--- src/rtl/loader_pkg.sv ---
// loader_pkg: shared definitions for the boot-time program loader.
//   END_MARKER      - word that terminates the program image
//   state_e         - loader mode (LOAD while receiving the image, RUN after)
//   *_DEF           - default widths for the loader and its input FIFO
package loader_pkg;

    localparam int unsigned ADDR_WIDTH_DEF = 14;
    localparam int unsigned FIFO_LOG2_DEF  = 4;

    localparam logic [31:0] END_MARKER = 32'hFFFF_FFFF;

    typedef enum logic [0:0] {
        LOAD = 1'b0,
        RUN  = 1'b1
    } state_e;

    // True when an assembled word is the end-of-image marker.
    function automatic logic is_marker(input logic [31:0] word);
        return (word == END_MARKER);
    endfunction

endpackage

--- src/rtl/byte_fifo.sv ---
// byte_fifo: synchronous first-word-fall-through byte FIFO.
//   clk, rst      - clock, asynchronous active-high reset (empties the FIFO)
//   push_i/data_i - write request and byte
//   pop_i         - read request; ignored while empty
//   data_o        - head byte (0 while empty)
//   full_o/empty_o- occupancy flags
//   drop_o        - a push was refused because the FIFO was full and not popped
module byte_fifo #(
    parameter int unsigned FIFO_LOG2 = 4
) (
    input  logic       clk,
    input  logic       rst,
    input  logic       push_i,
    input  logic [7:0] data_i,
    input  logic       pop_i,
    output logic [7:0] data_o,
    output logic       full_o,
    output logic       empty_o,
    output logic       drop_o
);

    localparam int unsigned DEPTH = 1 << FIFO_LOG2;

    logic [7:0]           mem_q [DEPTH];
    logic [FIFO_LOG2-1:0] wr_ptr_q, wr_ptr_d;
    logic [FIFO_LOG2-1:0] rd_ptr_q, rd_ptr_d;
    logic [FIFO_LOG2:0]   count_q,  count_d;
    logic                 do_push_s;
    logic                 do_pop_s;

    // Count reaches exactly DEPTH when full, so its MSB alone flags full.
    assign full_o  = count_q[FIFO_LOG2];
    assign empty_o = (count_q == '0);
    assign data_o  = empty_o ? 8'h00 : mem_q[rd_ptr_q];

    // Pop only real data; a push into a full FIFO is accepted when a pop frees a slot.
    always_comb begin
        do_pop_s  = pop_i && !empty_o;
        do_push_s = push_i && (!full_o || do_pop_s);
        drop_o    = push_i && full_o && !do_pop_s;
        wr_ptr_d  = wr_ptr_q;
        rd_ptr_d  = rd_ptr_q;
        count_d   = count_q;
        if (do_push_s) begin
            wr_ptr_d = wr_ptr_q + {{(FIFO_LOG2-1){1'b0}}, 1'b1};
        end else begin
            wr_ptr_d = wr_ptr_q;
        end
        if (do_pop_s) begin
            rd_ptr_d = rd_ptr_q + {{(FIFO_LOG2-1){1'b0}}, 1'b1};
        end else begin
            rd_ptr_d = rd_ptr_q;
        end
        case ({do_push_s, do_pop_s})
            2'b10:   count_d = count_q + {{FIFO_LOG2{1'b0}}, 1'b1};
            2'b01:   count_d = count_q - {{FIFO_LOG2{1'b0}}, 1'b1};
            default: count_d = count_q;
        endcase
    end

    // Pointer and occupancy registers.
    always_ff @(posedge clk or posedge rst) begin
        if (rst) begin
            wr_ptr_q <= '0;
            rd_ptr_q <= '0;
            count_q  <= '0;
        end else begin
            wr_ptr_q <= wr_ptr_d;
            rd_ptr_q <= rd_ptr_d;
            count_q  <= count_d;
        end
    end

    // Storage array; contents are meaningless while count is zero, so no reset.
    always_ff @(posedge clk) begin
        if (do_push_s) begin
            mem_q[wr_ptr_q] <= data_i;
        end
    end

endmodule

--- src/rtl/inst_loader.sv ---
// inst_loader: assembles UART bytes into big-endian words, writes them to
// instruction memory until END_MARKER, then buffers further bytes for the CPU.
//   rx_data/rx_changed            - byte stream from the UART receiver
//   imem_we/imem_addr/imem_wdata  - one-cycle instruction-memory write
//   load_done                     - image complete (RUN mode)
//   word_count                    - words written, saturating at 2^ADDR_WIDTH
//   in_data/in_valid/in_ready     - FIFO head handshake towards the CPU
//   overflow                      - sticky: a word or byte was dropped
module inst_loader
    import loader_pkg::*;
#(
    parameter int unsigned ADDR_WIDTH = ADDR_WIDTH_DEF,
    parameter int unsigned FIFO_LOG2  = FIFO_LOG2_DEF
) (
    input  logic                  clk,
    input  logic                  rst,
    input  logic [7:0]            rx_data,
    input  logic                  rx_changed,
    output logic                  imem_we,
    output logic [ADDR_WIDTH-1:0] imem_addr,
    output logic [31:0]           imem_wdata,
    output logic                  load_done,
    output logic [ADDR_WIDTH:0]   word_count,
    output logic [7:0]            in_data,
    output logic                  in_valid,
    input  logic                  in_ready,
    output logic                  overflow
);

    state_e                state_q, state_d;
    logic [1:0]            idx_q, idx_d;
    logic [23:0]           sh_q, sh_d;
    logic [ADDR_WIDTH:0]   word_count_q, word_count_d;
    logic                  imem_we_q, imem_we_d;
    logic [ADDR_WIDTH-1:0] imem_addr_q, imem_addr_d;
    logic [31:0]           imem_wdata_q, imem_wdata_d;
    logic                  load_done_q, load_done_d;
    logic                  overflow_q, overflow_d;
    logic [31:0]           word_s;
    logic                  push_s;
    logic                  pop_s;
    logic                  full_s;
    logic                  empty_s;
    logic                  drop_s;

    assign word_s = {sh_q, rx_data};
    assign push_s = (state_q == RUN) && rx_changed;
    assign pop_s  = !empty_s && in_ready;

    byte_fifo #(
        .FIFO_LOG2 (FIFO_LOG2)
    ) u_fifo (
        .clk     (clk),
        .rst     (rst),
        .push_i  (push_s),
        .data_i  (rx_data),
        .pop_i   (pop_s),
        .data_o  (in_data),
        .full_o  (full_s),
        .empty_o (empty_s),
        .drop_o  (drop_s)
    );

    // Word assembly, memory write generation and mode transition.
    always_comb begin
        state_d      = state_q;
        idx_d        = idx_q;
        sh_d         = sh_q;
        word_count_d = word_count_q;
        imem_we_d    = 1'b0;
        imem_addr_d  = imem_addr_q;
        imem_wdata_d = imem_wdata_q;
        load_done_d  = load_done_q;
        overflow_d   = overflow_q || drop_s;
        case (state_q)
            LOAD: begin
                if (rx_changed && (idx_q != 2'd3)) begin
                    sh_d  = {sh_q[15:0], rx_data};
                    idx_d = idx_q + 2'd1;
                end else if (rx_changed) begin
                    idx_d = 2'd0;
                    if (is_marker(word_s)) begin
                        state_d     = RUN;
                        load_done_d = 1'b1;
                    end else if (word_count_q[ADDR_WIDTH]) begin
                        // Memory already holds 2^ADDR_WIDTH words: drop, count saturates.
                        overflow_d = 1'b1;
                    end else begin
                        imem_we_d    = 1'b1;
                        imem_addr_d  = word_count_q[ADDR_WIDTH-1:0];
                        imem_wdata_d = word_s;
                        word_count_d = word_count_q + {{ADDR_WIDTH{1'b0}}, 1'b1};
                    end
                end else begin
                    idx_d = idx_q;
                end
            end
            RUN: begin
                state_d = RUN;
            end
            default: begin
                state_d = LOAD;
            end
        endcase
    end

    // Loader state and registered outputs.
    always_ff @(posedge clk or posedge rst) begin
        if (rst) begin
            state_q      <= LOAD;
            idx_q        <= 2'd0;
            sh_q         <= 24'h000000;
            word_count_q <= '0;
            imem_we_q    <= 1'b0;
            imem_addr_q  <= '0;
            imem_wdata_q <= 32'h0000_0000;
            load_done_q  <= 1'b0;
            overflow_q   <= 1'b0;
        end else begin
            state_q      <= state_d;
            idx_q        <= idx_d;
            sh_q         <= sh_d;
            word_count_q <= word_count_d;
            imem_we_q    <= imem_we_d;
            imem_addr_q  <= imem_addr_d;
            imem_wdata_q <= imem_wdata_d;
            load_done_q  <= load_done_d;
            overflow_q   <= overflow_d;
        end
    end

    assign imem_we    = imem_we_q;
    assign imem_addr  = imem_addr_q;
    assign imem_wdata = imem_wdata_q;
    assign load_done  = load_done_q;
    assign word_count = word_count_q;
    assign in_valid   = !empty_s;
    assign overflow   = overflow_q;

endmodule
--- config.mk ---
export PLATFORM = sky130hd
export DESIGN_NAME = inst_loader
export DESIGN_NICKNAME = d
export VERILOG_FILES = /design/src/rtl/loader_pkg.sv /design/src/rtl/byte_fifo.sv /design/src/rtl/inst_loader.sv
export SDC_FILE = /design/constraint.sdc
export NUM_CORES = 1
export LEC_CHECK = 0
export CAP_MARGIN = 30
export CORE_MARGIN = 2
export CORE_UTILIZATION = 52
export DETAILED_ROUTE_END_ITERATION = 7
export PLACE_DENSITY = 0.73
export SLEW_MARGIN = 0
export SYNTH_ARGS = -nofsm -noshare
export SYNTH_HDL_FRONTEND = slang
export SYNTH_HIERARCHICAL = 1
export SYNTH_SLANG_ARGS = --single-unit
--- constraint.sdc ---
create_clock -name clk -period 5.86 [get_ports clk]
set_input_delay 1.172 -clock clk [delete_from_list [all_inputs] [get_ports clk]]
set_output_delay 1.172 -clock clk [all_outputs]
set_load 0.02 [all_outputs]
==> reports/qor.csv <==
metric,value,unit
min_period,4.61,ns
hold_path.class,flop to flop,
insertion_delay,0.51,ns
drt.antenna.violating_nets,0,
drive_above_1_share,23.5,%
worstSetupPathType,flop to primary output,
cp_slowest_stage_delay,0.81,ns
cts_sinks,232,
fp.coreArea,0.0180,sq mm
wl_per_cell,21.1,um
cts_setup_buffers,0,
num-nets-final,677,
cts_htree_levels,1,
diodes,0,
worst-endpoint-required,4.69,ns
synth_largest_area_cell,edfxtp_1,
p_leak,4.36,nW
grt_usage,20.0,%
finalSetupViolations,0,
syn_to_final_growth,19.9,%
synth_fp_nets,573,
synth_cells,552,
netlist.area_leader.share,40.2,%
synthSimpleGateAreaFrac,5.96,%
slew_violations,0,
status,finished clean,
cpLargestDelayFamily,buffers and inverters,
tightest_slew,0.907,ns
ys.warnings.count,6,
final_common_cell,edfxtp_1,
arrival,3.43,ns
drc,0,
routed_wirelength,19100,um
ioPinCount,85,
grt-ovfl-total,0,
die_area,0.0195,sq mm
grt_antenna_before_repair,0,
cp_slowest_cell,dfrtp_1,
clockRootBuffer,clkbuf_16,
finalCritPeriodShare,78.6,%
cts_tree,done,
viasPerCell,5.73,
synth_top_family_by_area,multiplexers,
initial_utilization,53.1,%
path_clk_slew,0.06,ns
drv_cap,0,
grt_pass1_vias,5435,
synth_flop_cell,edfxtp_1,
fin_skew,0.00979,ns
synth_mux_area_share,18.2,%
path_buf_inv,2,
synth_compound_area_share,2.51,%
cts_hold_buf,0,
hold_violations,0,
cp-start-kind,flop,
fmax,217,MHz
irDropWorstVdd,0.000364,V
num_rows,49,
drt_iter0_markers,316,
die_w,140,um
synth_async_sr_flop_share,44.8,%
portBuffers,84,
cp_max_fo,23,
grt_pass1_wl,30600,um
tns,0,ns
numCtsBuffers,24,
synth_area_per_cell,17.3,sq um
cp_common_cell,a211oi_1,
synth_xor_area_share,2.11,%
final_cell_mix,"edfxtp_1 (128), dfrtp_1 (104), clkdlybuf4s50_1 (84), mux2_2 (64), clkbuf_16 (25)",
synth-seq-cells,232,
die_y,140,um
cts.path.max_buffers,3,
synth-seq-area-share,67.4,%
slew_headroom,39.3,%
synth_cell_type_count,50,
synth-edff-count,128,
firstDrtPassIters,6,
path_cells,buf_4 > mux4_2 > a211oi_1 > a211oi_1 > clkdlybuf4s50_1,
vias,5164,
grt_max_degree,52,
p_per_area,480,mW/mm^2
fin_util,63.6,%
place_congestion,0.801,
mappedNetlistArea,0.00957,sq mm
yosys.area_share.adder,1.18,%
synth_area_leaders,"edfxtp_1 (40%), dfrtp_1 (27%), mux2_2 (7.5%)",
crit_path_end_kind,primary output,
cts_resized,0,
dp_hpwl,12600,um
rsz0062_at_grt,no,
-- kinds of logic (layout without fill, tap and decap cells) --
| group | count (synthesis) | in the layout |
|---|---|---|
| flops | 232 | 232 |
| xor+xnor | 23 | 23 |
| fa+ha+maj | 9 | 9 |
| compound gates | 34 | 34 |
| buf+inv | 36 | 157 |
| simple gates | 103 | 103 |
| mux | 115 | 115 |
-- path summary, 6_finish.rpt --
path	startpoint	end	slack [ns]	cells after the start
max	u_fifo/rd_ptr_q[0]	in_data[5]	1.25	5
min	overflow	overflow	0.48	1
max reg2reg	u_fifo/count_q[2]	u_fifo/count_q[4]	2.37	12
min reg2reg	overflow	overflow	0.48	1
max in group asynchronous	rst	overflow	3.65	3
min in group asynchronous	rst	u_fifo/count_q[4]	1.03	2
-- power breakdown --
group	internal, mW	leakage [nW]	switching (mW)
Combinational	0.898	1.52	0.770
Sequential	1.98	2.43	0.281
Clock	0.979	0.405	0.600
-- cells in the mapped netlist (2+ instances only) --
| library cell | number |
|---|---|
| a21oi_1 | 3 |
| buf_2 | 5 |
| inv_1 | 9 |
| buf_6 | 5 |
| mux2_2 | 64 |
| and3_1 | 5 |
| a211oi_1 | 17 |
| mux4_1 | 16 |
| o21bai_1 | 2 |
| nand4_1 | 15 |
| dfrtp_1 | 104 |
| nand2_1 | 15 |
| nor2b_1 | 7 |
| xnor2_1 | 20 |
| nor2_1 | 23 |
| buf_4 | 6 |
| xor2_1 | 3 |
| clkbuf_1 | 6 |
| edfxtp_1 | 128 |
| nor3_1 | 7 |
| ha_1 | 9 |
| mux2_4 | 10 |
| buf_12 | 2 |
| mux4_2 | 16 |
| nand3b_1 | 2 |
| and2_1 | 3 |
| nand3_1 | 9 |
| and2b_1 | 5 |
| nand2b_1 | 3 |
| mux2i_1 | 9 |
| o21ai_0 | 5 |
-- per-layer routing --
| layer | share of wire, % | global-route usage [%] | up-vias | wire length, um |
|---|---|---|---|---|
| met1 | 43 | 28.2 | 2660 | 8160 |
| met5 | 0 | 0 | - | 0 |
| met2 | 49 | 32.6 | 158 | 9410 |
| met3 | 6.4 | 3.68 | 24 | 1220 |
| li1 | - | - | 2322 | - |
| met4 | 1.5 | 5.16 | 0 | 282 |
-- stage by stage --
stage / hold WS (ns) / area [sq um] / total power, mW / std cells / setup WS, ns
finish: 0.480 / 11500 / 5.51 / 902 / 1.25
global placement: 0.455 / 10600 / 3.91 / 853 / 1.72
floorplan: 0.452 / 9570 / 3.34 / 552 / 2.32
CTS: 0.482 / 11500 / 5.56 / 902 / 1.18
detailed placement: 0.465 / 10600 / 3.96 / 859 / 1.61
global route: 0.501 / 11500 / 5.75 / 902 / 1.03
-- worst reg2reg max path: cells and delay by family, from the launching register on --
kind / cells / cell delay, ns
fa+ha+maj: 2 / 0.57
xor+xnor: 1 / 0.19
simple gates: 3 / 0.72
compound gates: 4 / 1.19
buf+inv: 2 / 0.24
flops: 1 / 0.47
-- flip-flops by register name, summed over array words and instances (netlist names) --
register,flops
u_fifo/mem_q,128
imem_addr,14
state_q,1
word_count,15
imem_we,1
idx_q,2
load_done,1
overflow,1
u_fifo/rd_ptr_q,4
sh_q,24
imem_wdata,32
u_fifo/count_q,5
u_fifo/wr_ptr_q,4
-- area by class of cell --
cell class,count,area (sq um)
fill,1246,6550
timing repair buffer,105,1000
inverter,9,35.0
multi-input combinational,284,2870
clock buffer,31,668
tap,229,287
sequential,232,6450
clock inverter,12,165
Note: power is estimated with default switching activity, not from simulation.
